==> src/rtl/accum_tile_write_scheduler_if.sv <==
// Handshake/bus bundle between the systolic output stage and the accumulator write scheduler.
// Tile-count and index widths are derived from the same parameters as the scheduler.
interface accum_tile_write_scheduler_if #(
    parameter int MAX_OUT_ROWS = 128,
    parameter int MAX_OUT_COLS = 128,
    parameter int SYS_ARR_ROWS = 16,
    parameter int SYS_ARR_COLS = 16
);
    localparam int RT_W = $clog2(MAX_OUT_ROWS / SYS_ARR_ROWS);
    localparam int CT_W = $clog2(MAX_OUT_COLS / SYS_ARR_COLS);
    localparam int SR_W = $clog2(SYS_ARR_ROWS);

    logic            start;
    logic [RT_W-1:0] num_row_tiles_m1;
    logic [CT_W-1:0] num_col_tiles_m1;
    logic            row_valid;
    logic            wr_en;
    logic [SR_W-1:0] sub_row;
    logic [RT_W-1:0] submat_row_idx;
    logic [CT_W-1:0] submat_col_idx;
    logic            busy;
    logic            done;
    logic            err;

    modport master (
        output start, num_row_tiles_m1, num_col_tiles_m1, row_valid,
        input  wr_en, sub_row, submat_row_idx, submat_col_idx, busy, done, err
    );

    modport slave (
        input  start, num_row_tiles_m1, num_col_tiles_m1, row_valid,
        output wr_en, sub_row, submat_row_idx, submat_col_idx, busy, done, err
    );
endinterface

==> src/rtl/accum_tile_write_scheduler.sv <==
// Walks row tile / column tile / sub-row for one output pass, drains the write skew, pulses done.
// Optional protocol checker enabled by defining ACCUM_TILE_SCHED_PROTO_CHK_EN.
module accum_tile_write_scheduler #(
    parameter int MAX_OUT_ROWS = 128,
    parameter int MAX_OUT_COLS = 128,
    parameter int SYS_ARR_ROWS = 16,
    parameter int SYS_ARR_COLS = 16
) (
    input  logic                            clk,
    input  logic                            reset,
    accum_tile_write_scheduler_if.slave     bus
);
    localparam int RT_W = $clog2(MAX_OUT_ROWS / SYS_ARR_ROWS);
    localparam int CT_W = $clog2(MAX_OUT_COLS / SYS_ARR_COLS);
    localparam int SR_W = $clog2(SYS_ARR_ROWS);
    localparam int DR_W = (SYS_ARR_COLS > 1) ? $clog2(SYS_ARR_COLS) : 1;

    localparam logic [1:0] IDLE  = 2'd0;
    localparam logic [1:0] RUN   = 2'd1;
    localparam logic [1:0] DRAIN = 2'd2;
    localparam logic [1:0] DONE  = 2'd3;

    localparam logic [SR_W-1:0] SR_LAST = SR_W'(SYS_ARR_ROWS - 1);
    localparam logic [DR_W-1:0] DR_LAST = DR_W'(SYS_ARR_COLS - 1);

    logic [1:0]      state;
    logic [RT_W-1:0] row_lat, row_cnt, row_q;
    logic [CT_W-1:0] col_lat, col_cnt, col_q;
    logic [SR_W-1:0] sr_cnt, sr_q;
    logic [DR_W-1:0] dr_cnt;
    logic            wr_en_q, busy_q, done_q;
    logic            last_sub, last_col, final_wr;

    assign last_sub = (sr_cnt == SR_LAST);
    assign last_col = (col_cnt == col_lat);
    assign final_wr = last_sub && last_col && (row_cnt == row_lat);

    always_ff @(posedge clk) begin
        if (!reset) begin
            state   <= IDLE;
            row_lat <= '0;
            col_lat <= '0;
            row_cnt <= '0;
            col_cnt <= '0;
            sr_cnt  <= '0;
            dr_cnt  <= '0;
            row_q   <= '0;
            col_q   <= '0;
            sr_q    <= '0;
            wr_en_q <= 1'b0;
            busy_q  <= 1'b0;
            done_q  <= 1'b0;
        end else begin
            wr_en_q <= 1'b0;
            done_q  <= 1'b0;
            case (state)
                IDLE: begin
                    if (bus.start) begin
                        row_lat <= bus.num_row_tiles_m1;
                        col_lat <= bus.num_col_tiles_m1;
                        row_cnt <= '0;
                        col_cnt <= '0;
                        sr_cnt  <= '0;
                        busy_q  <= 1'b1;
                        state   <= RUN;
                    end
                end
                RUN: begin
                    if (bus.row_valid) begin
                        wr_en_q <= 1'b1;
                        sr_q    <= sr_cnt;
                        col_q   <= col_cnt;
                        row_q   <= row_cnt;
                        if (final_wr) begin
                            dr_cnt <= '0;
                            state  <= DRAIN;
                        end else if (last_sub) begin
                            // Sub-row wraps into the next column tile, column wraps into the next row tile.
                            sr_cnt <= '0;
                            if (last_col) begin
                                col_cnt <= '0;
                                row_cnt <= row_cnt + 1'b1;
                            end else begin
                                col_cnt <= col_cnt + 1'b1;
                            end
                        end else begin
                            sr_cnt <= sr_cnt + 1'b1;
                        end
                    end
                end
                DRAIN: begin
                    // The final write's cycle is the first drain cycle, so done lands one skew depth after it.
                    if (dr_cnt == DR_LAST) begin
                        busy_q <= 1'b0;
                        done_q <= 1'b1;
                        state  <= DONE;
                    end else begin
                        dr_cnt <= dr_cnt + 1'b1;
                    end
                end
                DONE:    state <= IDLE;
                default: state <= IDLE;
            endcase
        end
    end

    assign bus.wr_en          = wr_en_q;
    assign bus.sub_row        = sr_q;
    assign bus.submat_row_idx = row_q;
    assign bus.submat_col_idx = col_q;
    assign bus.busy           = busy_q;
    assign bus.done           = done_q;

`ifdef ACCUM_TILE_SCHED_PROTO_CHK_EN
    logic err_q;

    always_ff @(posedge clk) begin
        if (!reset) begin
            err_q <= 1'b0;
        end else if ((bus.row_valid && state != RUN) || (bus.start && busy_q)) begin
            err_q <= 1'b1;
        end
    end

    assign bus.err = err_q;
`else
    assign bus.err = 1'b0;
`endif

endmodule

==> src/flat_wrapper.sv <==
// flat-port wrapper written by rule: the top's interface ports become plain ports
module accum_tile_write_scheduler_flat 
#(
    parameter int MAX_OUT_ROWS = 128,
    parameter int MAX_OUT_COLS = 128,
    parameter int SYS_ARR_ROWS = 16,
    parameter int SYS_ARR_COLS = 16
)
  (clk, reset, bus_start, bus_num_row_tiles_m1, bus_num_col_tiles_m1, bus_row_valid, bus_wr_en, bus_sub_row, bus_submat_row_idx, bus_submat_col_idx, bus_busy, bus_done, bus_err);
  accum_tile_write_scheduler_if #(.MAX_OUT_ROWS(MAX_OUT_ROWS), .MAX_OUT_COLS(MAX_OUT_COLS), .SYS_ARR_ROWS(SYS_ARR_ROWS), .SYS_ARR_COLS(SYS_ARR_COLS)) bus_i ();
  input  logic clk;
  input  logic reset;
  input wire logic [$bits(bus_i.start)-1:0] bus_start;
  input wire logic [$bits(bus_i.num_row_tiles_m1)-1:0] bus_num_row_tiles_m1;
  input wire logic [$bits(bus_i.num_col_tiles_m1)-1:0] bus_num_col_tiles_m1;
  input wire logic [$bits(bus_i.row_valid)-1:0] bus_row_valid;
  output wire logic [$bits(bus_i.wr_en)-1:0] bus_wr_en;
  output wire logic [$bits(bus_i.sub_row)-1:0] bus_sub_row;
  output wire logic [$bits(bus_i.submat_row_idx)-1:0] bus_submat_row_idx;
  output wire logic [$bits(bus_i.submat_col_idx)-1:0] bus_submat_col_idx;
  output wire logic [$bits(bus_i.busy)-1:0] bus_busy;
  output wire logic [$bits(bus_i.done)-1:0] bus_done;
  output wire logic [$bits(bus_i.err)-1:0] bus_err;
  assign bus_i.start = bus_start;
  assign bus_i.num_row_tiles_m1 = bus_num_row_tiles_m1;
  assign bus_i.num_col_tiles_m1 = bus_num_col_tiles_m1;
  assign bus_i.row_valid = bus_row_valid;
  assign bus_wr_en = bus_i.wr_en;
  assign bus_sub_row = bus_i.sub_row;
  assign bus_submat_row_idx = bus_i.submat_row_idx;
  assign bus_submat_col_idx = bus_i.submat_col_idx;
  assign bus_busy = bus_i.busy;
  assign bus_done = bus_i.done;
  assign bus_err = bus_i.err;
  accum_tile_write_scheduler #(.MAX_OUT_ROWS(MAX_OUT_ROWS), .MAX_OUT_COLS(MAX_OUT_COLS), .SYS_ARR_ROWS(SYS_ARR_ROWS), .SYS_ARR_COLS(SYS_ARR_COLS)) u_core (.clk(clk), .reset(reset), .bus(bus_i));
endmodule
==> config.mk <==
export PLATFORM = sky130hd
export DESIGN_NAME = accum_tile_write_scheduler_flat
export DESIGN_NICKNAME = d
export VERILOG_FILES = /design/src/rtl/accum_tile_write_scheduler_if.sv /design/src/rtl/accum_tile_write_scheduler.sv /design/src/flat_wrapper.sv
export SDC_FILE = /design/constraint.sdc
export NUM_CORES = 1
export LEC_CHECK = 0
export CAP_MARGIN = 25
export CORE_UTILIZATION = 58
export CTS_CLUSTER_DIAMETER = 40
export DETAILED_ROUTE_END_ITERATION = 7
export PLACE_DENSITY = 0.94
export SYNTH_ARGS = -nofsm -noshare
export SYNTH_HDL_FRONTEND = slang
export SYNTH_SLANG_ARGS = --single-unit
==> constraint.sdc <==
create_clock -name clk -period 5.19 [get_ports clk]
set_input_delay 1.557 -clock clk [delete_from_list [all_inputs] [get_ports clk]]
set_output_delay 1.557 -clock clk [all_outputs]
set_load 0.02 [all_outputs]
======== Yosys cells after proc, flatten, opt, wreduce, memory -nomap -nowiden ========
Cells that the tools add are included.
word-level totals
  word-level logic and storage cells ...... 78
  output and inout bits ................... 14
  flip-flop bits (word level) ............. 35
  input port bits ......................... 10
operators by class
  equal/unequal tests ..................... 15
  reductions and logical operators ........ 16
  mux-type cells .......................... 30
  add/sub/neg operators ................... 4
operators by type and width
  operator             number
  $mux 4               7
  $mux 3               9
  $pmux 4 s2           2
  $pmux 3 s2           2
  $reduce_and 4->1     3
  $add 4x1->4 const B  2
  $eq 4x4->1 const B   2
  $mux 2               4
  $ne 2x1->1 const B   4
  $ne 2x2->1 const B   4
  $pmux 2 s4           1
  $reduce_and 2->1     4
  $add 3x1->3 const B  2
  $eq 3x3->1           2
  $reduce_and 6->1     1
  $reduce_bool 2->1    3
  $reduce_and 5->1     1
  $eq 2x2->1 const B   2
  $mux 1               4
  $reduce_and 3->1     1
  $eq 2x1->1 const B   1
  $logic_and 1x1->1    2
  $logic_not 2->1      1
  $pmux 1 s2           1

======== Logic depth before layout (Yosys ltp) ========
Gate-level depths: netlist of the first run.
  depth after elaboration ................. 6
  mapped depth ............................ 8
  gate-level depth less buffers ........... 7

======== Worst setup path before layout of the first run ========
No wires, ideal clock.
  path kind ............................... input to register
  start ................................... input port bus_start
  end ..................................... register u_core.col_cnt[2]
  arrival time ............................ 2.724 ns
  library setup time ...................... 0.063 ns
  slack ................................... 2.403 ns
  stages on the path ...................... 6
  buffers on the path ..................... 1
  required time ........................... 5.127 ns
  cells stage by stage .................... clkbuf_1 > nor2b_1 > nor2_1 > nand4_1 > or3b_1 > nand3_1
on the way
  cells in the longest elaborated chain, start to end .. 2
ends and longest elaborated chain
  what                               line                              RTL
  from (decl)                        flat_wrapper.sv:13                input wire logic [$bits(bus_i.start)-1:0] bus_start;
  $ne 2x2->1 (no source line)        n/a
  $reduce_and 5->1 (no source line)  n/a
  to (signal assigned)               accum_tile_write_scheduler.sv:84  col_cnt <= col_cnt + 1'b1;
  to (decl)                          accum_tile_write_scheduler.sv:28  logic [CT_W-1:0] col_lat, col_cnt, col_q;
Every way passes these cells.
A chain may end at the register's enable or synchronous reset.

==> results of run 1 <==
==> through the flow <==
stage	area (um2)	instances	util, %
after floorplan	1750	211	-
after global placement	1964	253	70.03
after detailed placement	1964	253	70.03
after CTS	2037	261	72.61
after global routing	2037	261	72.61
final	2037	261	72.61
==> logic make-up after synthesis <==
group           Yosys count  share of synthesized area [%]
compound gates           53                          19.23
xor+xnor                  6                          4.289
fa+ha+maj                 8                          5.719
buf+inv                  18                          4.074
flops                    35                          40.03
mux                       1                         0.5719
other cells               1                         0.2142
simple gates             89                          25.88
==> flip-flops by register name (all words and copies together), names as in the netlist <==
signal,cells
u_core.col_lat,3
u_core.bus.busy,1
u_core.row_lat,3
u_core.bus.submat_row_idx,3
u_core.state,2
u_core.dr_cnt,4
u_core.bus.done,1
u_core.sr_cnt,4
u_core.col_cnt,3
u_core.bus.submat_col_idx,3
u_core.bus.sub_row,4
u_core.row_cnt,3
u_core.bus.wr_en,1
==> power by group <==
| group | internal (mW) | leakage (nW) | switching [mW] |
|---|---|---|---|
| registers | 0.289 | 0.284 | 0.0160 |
| clock network | 0.0791 | 0.0375 | 0.0904 |
| logic | 0.0968 | 0.405 | 0.178 |
==> synth_stat cells, types with 3 or more instances <==
cell type / number
a211oi_1: 4
a21oi_1: 26
and3_1: 3
clkbuf_1: 10
dfxtp_1: 35
ha_1: 8
inv_1: 6
nand2_1: 37
nand3_1: 15
nand4_1: 5
nor2_1: 9
nor2b_1: 3
o21ai_0: 4
xnor2_1: 3
xnor2_2: 3
==> critical path: cells and delay by family <==
family | cells | cell delay, ns
AOI/OAI and AO/OA | 2 | 0.61
buffers and inverters | 2 | 1.59
==> worst max-delay path by stage <==
stage	start	endpoint	slack [ns]
global placement	reset	u_core.row_cnt[1]	1.52
global route	reset	u_core.row_cnt[1]	1.60
floorplan	bus_start	u_core.col_cnt[2]	2.40
detailed placement	reset	u_core.row_cnt[1]	1.43
finish	reset	u_core.row_cnt[1]	1.73
CTS	reset	u_core.row_cnt[1]	1.79
==> layer usage <==
layer	up-vias	share of wire (%)	routed length (um)
met5	-	0	0
met1	697	44	1519
li1	795	-	-
met2	44	49	1698
met4	0	1.6	56
met3	7	5.5	192
==> area by class of cell <==
class	count	area (um2)
fillers	245	768.2
inverters	7	26.28
repair buffers	22	220.2
clock buffers	7	65.06
well taps	31	38.79
multi-input cells	158	978.4
flip-flops and latches	35	700.7
clock inverters	1	7.507
==> flow_summary.ini, run 1 <==
[status]
outcome = complete, but fails checks
violations = design-rule violations

[setup_path]
reg2reg_slack_ns = 2.61
path_cells = clkdlybuf4s50_1 -> clkinv_1 -> o22ai_1 -> a32o_1
cp-start-kind = input pin
r2r-end = u_core.col_cnt[2]
critPathKind = in2reg
crit_arrival_ns = 3.76
crit_fanout = 27
r2r-start = u_core.state[1]
slowest_stage = clkdlybuf4s50_1
slowest_delay_ns = 0.83
crit_path_end_kind = register
crit_required_ns = 5.49
ff2ff_path_depth = 7

[timing]
period_share_pct = 66.71
worst_slew_pin_slew_ns = 0.7176
worst_hold_slack_ns = 0.4577
max_freq_mhz = 288.8
drv_slew = 0
min_period_ns = 3.462
rsz0062_at_grt = no
setup_viol = 0
setup_tns_ns = 0
hold_viol = 0
timing.slew.headroom_pct = 51.86
fin_skew_ns = 0.008186
layout_setup_ws_ns = 1.728

[cts]
path_clk_slew_ns = 0.10
hold_buffers = 0
clkSinkCount = 35
cts_max_path_buffers = 2
cts_resized = 0
cts_max_level = 2
root_buffer = clkbuf_4
cts_buffers = 5
clock_latency_ns = 0.35
cts_tree = yes
cts_setup_buffers = 0

[final_layout]
mostFrequentLayoutCells = nand2_1, dfxtp_1, a21oi_1
drive_gt1_share_pct = 6.957
final_common_cell = nand2_1
synthToLayoutAreaGrowth_pct = 16.37
diodes = 0
nNetsFinal = 247

[synthesis]
ys_async_sr_fraction_pct = 0
synth_nets = 229
yosysWarnings = 0
synth_cell_types = 48
avgSynthCellArea_um2 = 8.296
synthCells = 211
seq_area_frac_synth_pct = 40.03
synth_top_cell_area_share_pct = 40.03
synth_largest_area_cell = dfxtp_1
yosys_register_bits = 35
yosys-top-cells-area = dfxtp_1, nand2_1, a21oi_1, ha_1, nand3_1
netlist_area_mm2 = 0.001750
ys.flop_type = dfxtp_1
synth_edf_count = 0

[global_route]
grt_max_degree = 28
antenna_found_initial = 0
grt_pass1_wl_mm = 6.106
grt_usage_pct = 24.38
busiest_layer = met2
overflow = 0
grt_pass1_vias = 1408
met3_usage_pct = 7.029
grtUsageMet1_pct = 29.68
met2_usage_pct = 39.33

[routing]
drc_errors = 4
dr.pass1.iters = 6
post_drt_wl_per_cell_um = 13.28
viasPerCell = 5.912
drtIter0Drc = 57
ant_nets = 0
dr_total_vias = 1543
finalWirelength_mm = 3.466

[floorplan]
dieWidth_um = 56.94
start_util_pct = 62.40
io_pins = 24
rows = 19
dieArea_mm2 = 0.003242
core_area_mm2 = 0.002805
fp.dieH_um = 56.94

[place]
dp_hpwl_mm = 2.494
io_buffers = 22
place_congestion = 0.8579
place_ws_ns = 1.427

[power]
p_leak_nw = 0.7266
power.total_mw = 0.7496
ir_drop_mv = 0.2276
pwr_density_cell_mw_per_mm2 = 368.0

[hold_path]
worstHoldStart = u_core.bus.submat_col_idx[2]
holdCritPathClass = reg2reg
whs_endpoint = u_core.bus.submat_col_idx[2]
whs_path_depth = 2

[job]
cap_violations = 0
(Power assumes the default switching activity.)
==> run 2, diff against run 1 <==
--- a/config.mk
+++ b/config.mk
@@ -6,10 +6,10 @@
 export NUM_CORES = 1
 export LEC_CHECK = 0
 export CAP_MARGIN = 25
-export CORE_UTILIZATION = 58
+export CORE_UTILIZATION = 54
 export CTS_CLUSTER_DIAMETER = 40
 export DETAILED_ROUTE_END_ITERATION = 7
-export PLACE_DENSITY = 0.94
+export PLACE_DENSITY = 0.89
 export SYNTH_ARGS = -nofsm -noshare
 export SYNTH_HDL_FRONTEND = slang
 export SYNTH_SLANG_ARGS = --single-unit
==> constraint.sdc (replaced) <==
create_clock -name clk -period 3.6 [get_ports clk]
set_input_delay 1.08 -clock clk [delete_from_list [all_inputs] [get_ports clk]]
set_output_delay 1.08 -clock clk [all_outputs]
set_load 0.02 [all_outputs]
==> run 2 against run 1 <==
Compared with the run above:
- the run now ends clean
- combinational power up 51%
- sequential share of layout area down 0.66 points
- final area up 2.0%
- setup slack worse by 0.77 ns
- non-clock buffer count up 2
- hold slack better by 0.0049 ns
- sequential power up 45%
- clock power up 66%
- utilization down 4.6 points
- global-route usage down 0.56 points
- count of clock-buffer cells in the layout down 2
- die area up 7.1%
==> flow_summary.ini, run 2 (synthesis results as in run 1) <==
[timing]
min_period_ns = 2.638
period_share_pct = 73.26
drv_slew = 0
max_freq_mhz = 379.1
hold_viol = 0
setup_tns_ns = 0
rsz0062_at_grt = no
timing.slew.headroom_pct = 56.55
fin_skew_ns = 0.009244
setup_viol = 0
worst_slew_pin_slew_ns = 0.6479

[status]
outcome = finished clean

[cts]
clkSinkCount = 35
cts_max_level = 2
cts_buffers = 5
cts_resized = 0
cts_setup_buffers = 0
path_clk_slew_ns = 0.11
root_buffer = clkbuf_4
hold_buffers = 0
cts_tree = yes
clock_latency_ns = 0.34
cts_max_path_buffers = 2

[final_layout]
synthToLayoutAreaGrowth_pct = 18.66
diodes = 0
nNetsFinal = 249
seq_area_um2 = 700.7
multi_input_area_um2 = 978.4
mostFrequentLayoutCells = nand2_1, dfxtp_1, a21oi_1
drive_gt1_share_pct = 7.759
final_common_cell = nand2_1
final_core_util_pct = 68.03
nFillCells = 244

[floorplan]
dieArea_mm2 = 0.003473
fp.dieH_um = 58.94
rows = 20
core_area_mm2 = 0.003053
dieWidth_um = 58.94
io_pins = 24
start_util_pct = 57.34

[setup_path]
crit_path_end_kind = register
crit_required_ns = 3.89
cp-start-kind = input pin
path_buf_inv = 1
crit_arrival_ns = 2.93
critical-path-top-delay-family = simple AND/OR/NAND/NOR gates
crit_fanout = 13
critPathKind = in2reg
slowest_delay_ns = 0.52
path_cells = clkdlybuf4s50_1 -> nand2_1 -> nor2_1 -> nand4_1 -> or3b_1 -> nand3_1
slowest_stage = clkdlybuf4s50_1

[routing]
drc_errors = 0
ant_nets = 0
post_drt_wl_per_cell_um = 13.25
viasPerCell = 5.667
dr.pass1.iters = 4
finalWirelength_mm = 3.657
drtIter0Drc = 82
dr_total_vias = 1564

[power]
p_leak_nw = 0.7438
ir_drop_mv = 0.2813
pwr_density_cell_mw_per_mm2 = 547.9

[global_route]
overflow = 0
grt_usage_pct = 23.82
grt_pass1_wl_mm = 6.210
grt_max_degree = 17
grt_pass1_vias = 1330
antenna_found_initial = 0

[place]
dp_hpwl_mm = 2.578
place_congestion = 0.8383
io_buffers = 22

[job]
cap_violations = 0

[hold_path]
holdCritPathClass = reg2reg
run 2: changes by cell type in the layout (fill, tap and decap cells not counted):
cell        previous run  this run
buf_4                  0         2
bufinv_16              0         1
clkbuf_8               2         0
clkinv_2               0         1
clkinv_4               0         1
clkinvlp_4             1         0
run 2: final timing paths:
path | slack [ns] | endpoint | depth (start not counted) | start
min reg2reg | 0.46 | u_core.bus.sub_row[0] | 2 | u_core.bus.sub_row[0]
max reg2reg | 1.10 | u_core.col_cnt[2] | 7 | u_core.state[1]
max | 0.96 | u_core.col_cnt[2] | 6 | bus_row_valid
min | 0.46 | u_core.bus.sub_row[0] | 2 | u_core.bus.sub_row[0]
run 2: cell type report:
cell class              instances  area share (%)
flip-flops and latches         35           33.73
inverters                       7           1.265
clock inverters                 3           2.108
repair buffers                 24           11.33
well taps                      44           2.651
clock buffers                   5           1.807
multi-input cells             158           47.11
run 2: layer usage:
| metal | track usage, % | vias up | wire (um) |
|---|---|---|---|
| met4 | 9.524 | 0 | 64 |
| met1 | 31.40 | 713 | 1662 |
| met5 | 0 | - | 0 |
| li1 | - | 794 | - |
| met2 | 37.66 | 49 | 1736 |
| met3 | 5.495 | 8 | 194 |
run 2: power by group:
part	internal, mW	switching (mW)
Sequential	0.417	0.0243
Combinational	0.143	0.271
Clock	0.146	0.137
run 2: worst reg2reg max path, stage by stage (launching register included):
cell and delay (ns):
dfxtp_1 0.34, inv_1 0.12, ha_1 0.53, nand2_1 0.42, nor2_1 0.43, nand4_1 0.17, or3b_1 0.39, nand3_1 0.07
run 2: per-stage QoR:
stage | worst slack, ns | power [mW] | hold WS, ns | instances | instance area, um2
after floorplan | 1.290 | 0.7540 | 0.4488 | 211 | 1750
after global placement | 0.6593 | 0.8362 | 0.4489 | 268 | 1996
after detailed placement | 0.6516 | 0.8478 | 0.4487 | 268 | 1996
after CTS | 1.005 | 1.138 | 0.4661 | 276 | 2077
after global routing | 0.7868 | 1.217 | 0.4835 | 276 | 2077
final | 0.9625 | 1.138 | 0.4627 | 276 | 2077
==> run 3, diff against run 2 <==
--- a/config.mk
+++ b/config.mk
@@ -6,10 +6,10 @@
 export NUM_CORES = 1
 export LEC_CHECK = 0
 export CAP_MARGIN = 25
-export CORE_UTILIZATION = 54
+export CORE_UTILIZATION = 48
 export CTS_CLUSTER_DIAMETER = 40
 export DETAILED_ROUTE_END_ITERATION = 7
-export PLACE_DENSITY = 0.89
+export PLACE_DENSITY = 0.84
 export SYNTH_ARGS = -nofsm -noshare
 export SYNTH_HDL_FRONTEND = slang
 export SYNTH_SLANG_ARGS = --single-unit
==> constraint.sdc (replaced) <==
create_clock -name clk -period 2.18 [get_ports clk]
set_input_delay 0.654 -clock clk [delete_from_list [all_inputs] [get_ports clk]]
set_output_delay 0.654 -clock clk [all_outputs]
set_load 0.02 [all_outputs]
==> run 3 against run 2 <==
Compared with the run above:
- flip-flop and latch count unchanged
- count of clock-buffer cells in the layout unchanged
- clock power up 61%
- utilization down 3.9 points
- hold slack worse by 0.0027 ns
- sequential power up 64%
- via count up 3.3%
- setup slack worse by 0.74 ns
- wire length up 6.6%
- global-route usage down 2.0 points
- total power up 75%
- clock skew down 0.0026 ns
- largest cell class unchanged
- largest power group is now combinational cells
==> flow_summary.ini, run 3 (synthesis results as in run 1) <==
[setup_path]
slowest_delay_ns = 0.61
crit_path_end_kind = output pin
slowest_stage = clkdlybuf4s50_1
cp-start-kind = register
crit_required_ns = 1.53
path_cells = clkdlybuf4s50_1
critical-path-top-delay-family = buffers and inverters
crit_arrival_ns = 1.30
crit_fanout = 3
path_buf_inv = 1
critPathKind = reg2out

[timing]
period_share_pct = 89.78
drv_slew = 0
fin_skew_ns = 0.006626
max_freq_mhz = 510.9
rsz0062_at_grt = no
hold_viol = 0
min_period_ns = 1.957
setup_viol = 0
setup_tns_ns = 0
layout_setup_ws_ns = 0.2227

[floorplan]
dieArea_mm2 = 0.003893
io_pins = 24
core_area_mm2 = 0.003416
fp.dieH_um = 62.39
dieWidth_um = 62.39
rows = 21
start_util_pct = 51.25

[routing]
viasPerCell = 5.512
finalWirelength_mm = 3.898
dr_total_vias = 1615
drtIter0Drc = 89
drc_errors = 0
ant_nets = 0
dr.pass1.iters = 4
post_drt_wl_per_cell_um = 13.30

[final_layout]
diodes = 0
final_common_cell = nand2_1
nFillCells = 302
nNetsFinal = 264
synthToLayoutAreaGrowth_pct = 25.23
drive_gt1_share_pct = 13.36
mostFrequentLayoutCells = nand2_1, dfxtp_1, a21oi_1

[hold_path]
holdCritPathClass = reg2reg

[cts]
clock_latency_ns = 0.32
cts_setup_buffers = 0
cts_buffers = 5
cts_max_path_buffers = 2
clkSinkCount = 35
root_buffer = clkbuf_4
cts_resized = 0
cts_tree = yes
cts_max_level = 2
path_clk_slew_ns = 0.11
hold_buffers = 0

[power]
p_clk_share_pct = 22.9
intPower_mw = 1.270
sw_frac_of_total_pct = 36.06
power.total_mw = 1.986
p_sw_mw = 0.7163
ir_drop_mv = 0.7881
pwr_density_cell_mw_per_mm2 = 906.1
p_leak_nw = 0.8167
power_frac_seq_pct = 36.6
p_comb_share_pct = 40.5

[global_route]
overflow = 0
grt_pass1_wl_mm = 6.837
grt_max_degree = 14
grt_pass1_vias = 1523
grt_usage_pct = 21.79
antenna_found_initial = 0

[place]
dp_hpwl_mm = 2.978
io_buffers = 22
place_ws_ns = -0.02777
place_congestion = 0.9229

[job]
cap_violations = 0

[status]
outcome = finished clean
==> run 3: power by group through the flow <==
stage | combinational [mW] | sequential [mW] | clock, mW
finish | 0.805 | 0.727 | 0.455
global route | 0.891 | 0.733 | 0.499
CTS | 0.802 | 0.727 | 0.470
detailed placement | 0.798 | 0.741 | 0
global placement | 0.771 | 0.739 | 0
floorplan | 0.501 | 0.745 | 0
==> run 3: area by class of cell <==
| cell class | instances | area, um2 | area share, % |
|---|---|---|---|
| multi-input cells | 158 | 978.4 | 44.63 |
| flip-flops and latches | 35 | 700.7 | 31.96 |
| repair buffers | 39 | 347.8 | 15.87 |
| well taps | 46 | 57.56 | 2.626 |
| clock inverters | 3 | 43.79 | 1.998 |
| clock buffers | 5 | 37.54 | 1.712 |
| inverters | 7 | 26.28 | 1.199 |
==> run 3: per-layer routing <==
layer | wire length, um | vias up | track usage, %
li1 | - | 821 | -
met1 | 1719 | 737 | 27.22
met3 | 227 | 2 | 4.562
met4 | 24 | 0 | 4.942
met5 | 0 | - | 0
met2 | 1927 | 55 | 38.32
==> run 3: path summary, 6_finish.rpt <==
| path | start | end | slack (ns) | cells after the start |
|---|---|---|---|---|
| setup / recovery | u_core.bus.busy | bus_busy | 0.22 | 1 |
| hold / removal | u_core.bus.submat_row_idx[1] | u_core.bus.submat_row_idx[1] | 0.46 | 2 |
| setup reg to reg | u_core.sr_cnt[0] | u_core.row_cnt[1] | 0.27 | 6 |
| hold reg to reg | u_core.bus.submat_row_idx[1] | u_core.bus.submat_row_idx[1] | 0.46 | 2 |
==> run 3: stage by stage <==
step,hold WS [ns],utilization [%],instances,cell area (um2)
floorplan,0.4488,-,211,1750
global placement,0.4429,61.79,285,2111
detailed placement,0.4480,61.79,285,2111
CTS,0.4638,64.18,293,2192
global route,0.4981,64.18,293,2192
finish,0.4600,64.18,293,2192
